### src/rtl/mnk_board_game.sv
// mnk_board_game: ROWS x COLS board, two players (X, O), first to WIN_LEN marks in a line wins.
// States INI/STA/XTU/OTU/CHK/DONE. The result is checked in CHK, the cycle after a mark is placed.
// Scores saturate at all-ones. The Board output is held in DONE so the display can show it.
// Optional feature: define ALT_FIRST_EN to swap the starting player on every rematch.
module mnk_board_game #(
    parameter int ROWS    = 3,
    parameter int COLS    = 3,
    parameter int WIN_LEN = 3,
    parameter int SCORE_W = 12
) (
    input  logic                     Clk,
    input  logic                     Reset,
    input  logic                     Start,
    input  logic                     Ack,
    input  logic                     Lbtn,
    input  logic                     Rbtn,
    input  logic                     Ubtn,
    input  logic                     Dbtn,
    input  logic                     Cbtn,
    output logic                     Qi,
    output logic                     Qs,
    output logic                     Qx,
    output logic                     Qo,
    output logic                     Qc,
    output logic                     Qd,
    output logic                     Xwins,
    output logic                     Owins,
    output logic                     Draw,
    output logic [SCORE_W-1:0]       P1s,
    output logic [SCORE_W-1:0]       P2s,
    output logic [2:0]               CurRow,
    output logic [2:0]               CurCol,
    output logic [2*ROWS*COLS-1:0]   Board
);
    localparam logic [2:0] INI  = 3'd0;
    localparam logic [2:0] STA  = 3'd1;
    localparam logic [2:0] XTU  = 3'd2;
    localparam logic [2:0] OTU  = 3'd3;
    localparam logic [2:0] CHK  = 3'd4;
    localparam logic [2:0] DONE = 3'd5;

    localparam int         CELLS  = ROWS * COLS;
    localparam int         GR     = ROWS + WIN_LEN;      // padded grid rows
    localparam int         GC     = COLS + 2 * WIN_LEN;  // padded grid cols, board starts at WIN_LEN
    localparam logic [6:0] FULL   = 7'(CELLS);
    localparam logic [2:0] LAST_R = 3'(ROWS - 1);
    localparam logic [2:0] LAST_C = 3'(COLS - 1);

    logic [2:0] state;
    logic [6:0] move_cnt;
    logic       o_moved;        // 1 when the mark being checked belongs to O
    logic [6:0] cur_idx;
    logic [1:0] cur_cell;
    logic [1:0] my_code;
    logic [1:0] chk_code;
    logic       win;
    logic [1:0] grid [GR][GC];
`ifdef ALT_FIRST_EN
    logic       starter_o;      // 1 when O opens the next game
`endif

    assign Qi = (state == INI);
    assign Qs = (state == STA);
    assign Qx = (state == XTU);
    assign Qo = (state == OTU);
    assign Qc = (state == CHK);
    assign Qd = (state == DONE);

    assign my_code  = (state == OTU) ? 2'b10 : 2'b01;
    assign chk_code = o_moved ? 2'b10 : 2'b01;

    // Select the cell under the cursor
    always_comb begin
        // NOTE: each always_comb output gets a default before any conditional write so no latch is inferred.
        cur_cell = 2'b00;
        cur_idx  = 7'(CurRow) * 7'(COLS) + 7'(CurCol);
        for (int i = 0; i < CELLS; i++)
            if (7'(i) == cur_idx) cur_cell = Board[2*i +: 2];
    end

    // Scan every run of WIN_LEN cells for the player who just moved. The grid is padded with empty
    // cells, so runs that leave the board read as empty and never count as a win.
    always_comb begin : win_scan
        logic h, v, d, a;
        win = 1'b0;
        for (int r = 0; r < GR; r++)
            for (int c = 0; c < GC; c++)
                grid[r][c] = 2'b00;
        for (int r = 0; r < ROWS; r++)
            for (int c = 0; c < COLS; c++)
                grid[r][c+WIN_LEN] = Board[2*(r*COLS+c) +: 2];
        for (int r = 0; r < ROWS; r++)
            for (int c = 0; c < COLS; c++) begin
                h = 1'b1; v = 1'b1; d = 1'b1; a = 1'b1;
                for (int k = 0; k < WIN_LEN; k++) begin
                    h = h & (grid[r][c+WIN_LEN+k]   == chk_code);
                    v = v & (grid[r+k][c+WIN_LEN]   == chk_code);
                    d = d & (grid[r+k][c+WIN_LEN+k] == chk_code);
                    a = a & (grid[r+k][c+WIN_LEN-k] == chk_code);
                end
                win = win | h | v | d | a;
            end
    end

    // Game FSM: board, cursor, move count, result flags and scores
    always_ff @(posedge Clk or posedge Reset) begin
        // NOTE: sequential state uses non-blocking assignments so every register samples pre-edge values.
        if (Reset) begin
            state    <= INI;
            // NOTE: Board is a small register array, not a RAM, so it is cleared with the rest of the state.
            Board    <= '0;
            CurRow   <= 3'd0;
            CurCol   <= 3'd0;
            move_cnt <= 7'd0;
            o_moved  <= 1'b0;
            Xwins    <= 1'b0;
            Owins    <= 1'b0;
            Draw     <= 1'b0;
            P1s      <= '0;
            P2s      <= '0;
`ifdef ALT_FIRST_EN
            starter_o <= 1'b0;
`endif
        end else begin
            case (state)
                INI: begin
                    P1s <= '0;
                    P2s <= '0;
                    if (Start) state <= STA;
                end
                STA: begin
                    Board    <= '0;
                    CurRow   <= 3'd0;
                    CurCol   <= 3'd0;
                    move_cnt <= 7'd0;
                    Xwins    <= 1'b0;
                    Owins    <= 1'b0;
                    Draw     <= 1'b0;
`ifdef ALT_FIRST_EN
                    state    <= starter_o ? OTU : XTU;
`else
                    state    <= XTU;
`endif
                end
                XTU, OTU: begin
                    if (Cbtn) begin
                        if (cur_cell == 2'b00) begin
                            for (int i = 0; i < CELLS; i++)
                                if (7'(i) == cur_idx) Board[2*i +: 2] <= my_code;
                            move_cnt <= move_cnt + 7'd1;
                            o_moved  <= (state == OTU);
                            state    <= CHK;
                        end
                    end else if (Lbtn) CurCol <= (CurCol == 3'd0)   ? LAST_C : CurCol - 3'd1;
                    else if (Rbtn)     CurCol <= (CurCol == LAST_C) ? 3'd0   : CurCol + 3'd1;
                    else if (Ubtn)     CurRow <= (CurRow == 3'd0)   ? LAST_R : CurRow - 3'd1;
                    else if (Dbtn)     CurRow <= (CurRow == LAST_R) ? 3'd0   : CurRow + 3'd1;
                end
                CHK: begin
                    if (win) begin
                        if (o_moved) begin
                            Owins <= 1'b1;
                            if (P2s != '1) P2s <= P2s + SCORE_W'(1);
                        end else begin
                            Xwins <= 1'b1;
                            if (P1s != '1) P1s <= P1s + SCORE_W'(1);
                        end
                        state <= DONE;
                    end else if (move_cnt == FULL) begin
                        Draw  <= 1'b1;
                        state <= DONE;
                    end else begin
                        state <= o_moved ? XTU : OTU;
                    end
                end
                DONE: begin
                    if (Ack) begin
                        state <= INI;
                        P1s   <= '0;
                        P2s   <= '0;
`ifdef ALT_FIRST_EN
                        starter_o <= 1'b0;
`endif
                    end else if (Cbtn) begin
                        state <= STA;
`ifdef ALT_FIRST_EN
                        starter_o <= ~starter_o;
`endif
                    end
                end
                default: state <= INI;
            endcase
        end
    end
endmodule

### config.mk
export PLATFORM = sky130hd
export DESIGN_NAME = mnk_board_game
export DESIGN_NICKNAME = d
export VERILOG_FILES = /design/src/rtl/mnk_board_game.sv
export SDC_FILE = /design/constraint.sdc
export NUM_CORES = 1
export LEC_CHECK = 0
export BUFFER_PORTS_ARGS = -buffer_cell sky130_fd_sc_hd__buf_4
export CORE_MARGIN = 2
export CORE_UTILIZATION = 52
export CTS_CLUSTER_SIZE = 24
export DETAILED_ROUTE_END_ITERATION = 7
export PLACE_DENSITY = 0.78
export SYNTH_ARGS = -nofsm -noshare
export SYNTH_HDL_FRONTEND = slang
export SYNTH_SLANG_ARGS = --single-unit
### constraint.sdc
create_clock -name Clk -period 3.45 [get_ports Clk]
set_input_delay 1.035 -clock Clk [delete_from_list [all_inputs] [get_ports Clk]]
set_output_delay 1.035 -clock Clk [all_outputs]
set_load 0.01 [all_outputs]
==> results of run 1 <==
## cell type report
class                           instances  area [um^2]
Multi-Input combinational cell        350         2440
Tap cell                              102          128
Inverter                               27          101
Clock buffer                            9          124
Fill cell                             613         2470
Sequential cell                        62         1550
Timing Repair Buffer                   98          751
Clock inverter                          7         80.1
## power groups by stage
| stage | sequential [mW] | clock, mW | combinational [mW] |
|---|---|---|---|
| 4_1_cts | 1.08 | 0.686 | 2.45 |
| 2_1_floorplan | 1.06 | 0 | 1.56 |
| 5_1_grt | 1.11 | 0.727 | 2.97 |
| 3_3_place_gp | 1.09 | 0 | 2.24 |
| 3_5_place_dp | 1.09 | 0 | 2.31 |
| 6_report | 1.09 | 0.687 | 2.76 |
## state kept, by name, summed over array words and instances (netlist names)
signal	count
Draw	1
state	3
CurRow	3
Owins	1
CurCol	3
P2s	12
Board	18
P1s	12
move_cnt	7
Xwins	1
o_moved	1
## per-stage QoR
stage                     util (%)  hold WS, ns  area [um^2]  power, mW  worst slack [ns]
after floorplan                  -        0.468         4100       2.62           -0.0814
after global placement        62.7        0.486         4800       3.32           -0.0719
after detailed placement      62.7        0.491         4800       3.40            -0.245
after CTS                     66.2        0.504         5060       4.22            -0.109
after global routing          67.7        0.527         5170       4.81            -0.250
final                         67.7        0.499         5170       4.53            -0.132
## metal layers
metal  GRT usage [%]  vias to the layer above  wire [um]
met3            3.58                       23        545
li1                -                     1876          -
met5               0                        -          0
met2            44.8                      146       5670
met1            34.2                     1967       4670
met4            10.7                        0        240
## synthesized netlist by cell type, types with 10 or more instances
cell type / count / area, um^2
nor2_1: 24 / 90.1
o31ai_1: 14 / 105
or3_1: 16 / 100
a21oi_1: 22 / 110
ha_1: 17 / 213
clkbuf_1: 17 / 63.8
inv_1: 26 / 97.6
mux2i_1: 13 / 130
nand3_1: 20 / 100
nand2_1: 52 / 195
nand2b_1: 10 / 62.6
dfrtp_1: 62 / 1550
o21ai_0: 28 / 140
## repair_timing
item                                    CTS  global route
setup buffers                             2             6
gates resized for setup                  13            14
endpoints found under the setup margin   29            29
cloned                                    0             0
pin swaps                                 5             5
## worst reg2reg max path, stage by stage, from the launching register on
cell and delay (ns):
dfrtp_2 0.37, inv_2 0.05, fa_1 0.52, inv_1 0.05, ha_2 0.19, fa_2 0.60, mux2i_1 0.23, o221ai_1 0.12
or4_4 0.45, a221oi_4 0.36, buf_6 0.19, nand3_4 0.11, o31ai_2 0.24
## final timing paths
kind	to	slack, ns	cells after the start
hold / removal	Xwins	0.50	2
hold reg to reg	Xwins	0.50	2
setup / recovery	Board[5]	-0.13	12
setup reg to reg	Board[5]	-0.13	12
max in group asynchronous	CurRow[0]	2.05	3
min in group asynchronous	P2s[6]	0.71	2
## kinds of logic (layout without fill, tap and decap cells)
group / count (synthesis) / after routing
mux: 16 / 16
compound gates: 120 / 120
simple gates: 194 / 194
fa+ha+maj: 20 / 20
buf+inv: 49 / 141
flops: 62 / 62
==> flow_summary_export.csv, run 1 <==
group,metric,value,unit
run_status,status,"complete, but fails checks",
run_status,violations,"setup timing",
layout,layout_commonest_cell,"buf_4",
global_routing,grt_pass1_vias,3726,
logic_synthesis,ys_ff_latch,62,
power,irDropWorstVdd,0.633,mV
logic_synthesis,ys_seq_area_share,38.0,%
sta,max_freq,0.279,GHz
drt,vias,4012,
layout,drive_gt1_share,27.8,%
clock_tree,clockBufferDepth,2,
logic_synthesis,synth_edf_count,0,
layout,syn_to_final_growth,26.8,%
power,powerDensity,875,nW/um^2
logic_synthesis,syn_nets,490,
logic_synthesis,syn_avg_cell_area,8.86,um^2
critical_path,endpoint_kind,"flip-flop",
sta,hold_viol,0,
floorplanning,rows,32,
power,combPwrFrac,60.8,%
drt,vias_per_cell,6.13,
critical_path,worst-path-buf-inv,3,
sta,min_period,3.58,ns
layout,fin_cells,655,
critical_path,critPathTopFamily,"adder cells",
drt,drc,0,
drt,ant_nets,0,
layout,diodes,0,
logic_synthesis,synth_xor_area_share,0,%
global_routing,grt_max_degree,25,
logic_synthesis,synth_fa_ha_area_share,6.68,%
sta,finClkSkew,0.0183,ns
placed_design,dp_hpwl,8020,um
floorplanning,io_pins,66,
drt,dr.first_iter.drc_count,228,
placed_design,io_buffer_count,65,
sta,setup_slack,-0.132,ns
run,cap_violations,0,
power,p_sw_share,46.2,%
critical_path,critPathLaunchType,"flip-flop",
global_routing,antenna_found_initial,0,
power,p_leak,2.40,nW
global_routing,grt_usage,26.4,%
logic_synthesis,ys_warn_count,0,
power,p_switching,2.09,mW
floorplanning,core-area,7650,um^2
critical_path,crit_required,3.72,ns
drt,drt_first_pass_iters,5,
sta,post-route-period-util,104,%
clock_tree,cts_tree,"built",
sta,finalMaxSlewViolations,0,
floorplanning,start_util,53.4,%
sta,tns,-2.22,ns
clock_tree,cts-htree-levels,3,
hold_path,min_path_type,"flip-flop to flip-flop",
global_routing,grt_overflow,0,
layout,layout_common_cells,"buf_4 (94), dfrtp_1 (60), nand2_1 (52), nor2_1 (24), inv_1 (22)",
drt,wl_per_cell,17.0,um
clock_tree,numClockSinks,62,
critical_path,critPathLaunch,"CurRow[0]",
clock_tree,root_buffer,"clkbuf_8",
critical_path,slowest_delay,0.60,ns
logic_synthesis,ys_async_sr_fraction,100,%
clock_tree,cts_buffers,9,
layout,nNetsFinal,577,
logic_synthesis,synth_ff_type,"dfrtp_1",
clock_tree,hold_buffers,0,
floorplanning,die-area,8580,um^2
clock_tree,clock_latency,0.36,ns
power,internal_power,2.44,mW
logic_synthesis,yosys.cell_types.count,64,
sta,setup_violations,27,
sta,worst_pin_slew,0.680,ns
power,sequentialPowerShare,24.0,%
sta,rsz0062_at_grt,"yes",
logic_synthesis,synth-simple-area-share,26.3,%
drt,wirelength,11100,um
critical_path,worstReg2RegStart,"CurRow[0]",
clock_tree,clk_pin_slew,0.08,ns
critical_path,path_class,"flip-flop to flip-flop",
hold_path,hp-start,"Xwins",
logic_synthesis,netlist_area,4080,um^2
logic_synthesis,synth_top_family_by_area,"simple AND/OR/NAND/NOR gates",
logic_synthesis,synth_compound_area_share,20.0,%
logic_synthesis,synthMuxAreaShare,4.29,%
power,p_clk_share,15.2,%
placed_design,dp_cells,631,
logic_synthesis,synthCells,461,
critical_path,worstPathMaxFanout,7,
global_routing,grt_first_pass_wirelength,18100,um
critical_path,arrival,3.85,ns
placed_design,place_congestion,0.879,
floorplanning,fp.dieW,92.6,um
sta,slew_headroom,54.4,%
floorplanning,die_h,92.6,um
critical_path,path_cells,"inv_2 -> fa_1 -> inv_1 -> ha_2 -> fa_2 -> mux2i_1 -> o221ai_1 -> or4_4 -> a221oi_4 -> buf_6 -> nand3_4 -> o31ai_2",
critical_path,critPathSlowestCell,"fa_2",
Power figures use the tool's default switching activity.
==> run 2, diff against run 1 <==
- CORE_UTILIZATION: 52 -> 40
- PLACE_DENSITY: 0.78 -> 0.63
- SKIP_CTS_REPAIR_TIMING: unset -> 1
==> flow_summary_export.csv, run 2 (synthesized netlist as in run 1, its figures left out) <==
group,metric,value,unit
power,sequentialPowerShare,24.4,%
layout,final_util,52.8,%
sta,setup_slack,-0.0867,ns
layout,largestRegisters,"Board (18), P1s (12), P2s (12)",
power,p_sw_share,45.5,%
power,irDropWorstVdd,0.502,mV
layout,fin_cells,687,
critical_path,path_class,"flip-flop to flip-flop",
floorplanning,die-area,11000,um^2
drt,drt_first_pass_iters,4,
sta,worst_pin_slew,0.725,ns
drt,dr.first_iter.drc_count,268,
layout,diodes,0,
critical_path,worstPathMaxFanout,5,
power,powerDensity,850,nW/um^2
drt,vias_per_cell,5.65,
layout,largest_reg_flops,18,
clock_tree,numClockSinks,62,
power,combPwrFrac,60.6,%
layout,syn_to_final_growth,27.1,%
sta,rsz0062_at_grt,"yes",
hold_path,min_path_type,"flip-flop to flip-flop",
clock_tree,cts_buffers,9,
drt,wirelength,11200,um
placed_design,dp_cells,665,
critical_path,endpoint_kind,"flip-flop",
sta,finClkSkew,0.0128,ns
placed_design,place_congestion,0.840,
floorplanning,rows,36,
layout,largest_register,"Board",
placed_design,place_area,4860,um^2
clock_tree,cts-htree-levels,3,
global_routing,grt_pass1_vias,3692,
placed_design,dp_hpwl,8330,um
drt,wl_per_cell,16.3,um
clock_tree,clock_latency,0.36,ns
critical_path,critPathLaunchType,"flip-flop",
global_routing,grt_overflow,0,
run_status,violations,"setup timing",
sta,max_freq,0.283,GHz
clock_tree,clk_pin_slew,0.07,ns
clock_tree,root_buffer,"clkbuf_8",
layout,drive_gt1_share,27.4,%
placed_design,dp_slack,-0.211,ns
run_status,status,"complete, but fails checks",
floorplanning,die_h,105,um
sta,post-route-period-util,103,%
sta,finalMaxSlewViolations,0,
drt,ant_nets,0,
layout,nFillCells,956,
layout,nNetsFinal,578,
power,p_switching,2.01,mW
floorplanning,fp.dieW,105,um
floorplanning,core-area,9820,um^2
floorplanning,start_util,41.6,%
power,total_power,4.41,mW
drt,vias,3881,
power,p_clk_share,15.0,%
power,internal_power,2.40,mW
global_routing,antenna_found_initial,0,
layout,layout_common_cells,"buf_4 (97), dfrtp_1 (60), nand2_1 (52), nor2_1 (24)",
power,p_leak,2.40,nW
sta,setup_violations,18,
clock_tree,clockBufferDepth,2,
global_routing,grt_first_pass_wirelength,18600,um
sta,min_period,3.54,ns
global_routing,grt_max_degree,34,
drt,drc,0,
global_routing,grt_usage,20.9,%
critical_path,arrival,3.80,ns
sta,slew_headroom,51.6,%
clock_tree,cts_tree,"built",
sta,hold_viol,0,
placed_design,io_buffer_count,65,
layout,layout_commonest_cell,"buf_4",
floorplanning,io_pins,66,
critical_path,crit_required,3.71,ns
layout,finalInstanceArea,5190,um^2
run,cap_violations,0,
run 2: stage by stage:
step	setup TNS, ns	hold slack (ns)
4_1_cts	-4.64	0.510
2_1_floorplan	-1.45	0.468
3_5_place_dp	-4.21	0.500
5_1_grt	-5.15	0.548
3_3_place_gp	-1.26	0.489
6_report	-0.715	0.506
run 2: per-layer routing:
layer  global-route usage (%)  vias up  wire (um)
met4                     7.05        0        157
li1                         -     1884          -
met5                        0        -          0
met1                     28.0     1906       5230
met2                     33.9       76       5430
met3                     4.05       15        411
run 2: final cells by class:
cell class              count  area [um^2]  area share (%)
clock buffers              10          138            2.65
clock inverters             6         61.3            1.18
inverters                  27          101            1.95
multi-input cells         350         2420            46.6
flip-flops and latches     62         1550            29.9
well taps                 133          166            3.21
repair buffers             99          751            14.5
run 2: critical path, cell delays in order, from the launching register on:
cell      delay [ns]
dfrtp_2         0.36
inv_2           0.05
fa_1            0.52
inv_1           0.04
ha_2            0.18
fa_2            0.58
buf_4           0.13
buf_4           0.12
nor4b_1         0.24
a21o_1          0.15
or4b_2          0.59
a21oi_1         0.20
nor2_1          0.06
a211oi_1        0.21
run 2: path summary, 6_finish.rpt:
path,slack (ns),to,cells after the start,from
max in group asynchronous,1.94,Board[5],3,Reset
worst max register to register,-0.09,Board[9],13,CurRow[0]
worst min register to register,0.51,move_cnt[5],1,move_cnt[5]
worst max-delay path,-0.09,Board[9],13,CurRow[0]
worst min-delay path,0.51,move_cnt[5],1,move_cnt[5]
min in group asynchronous,0.79,P2s[7],2,Reset
run 2: power by group through the flow:
stage	logic, mW	clock network (mW)	registers, mW
after floorplan	1.56	0	1.06
after global placement	2.36	0	1.09
after detailed placement	2.40	0	1.09
after CTS	2.41	0.666	1.07
after global routing	2.90	0.700	1.11
final	2.67	0.659	1.08
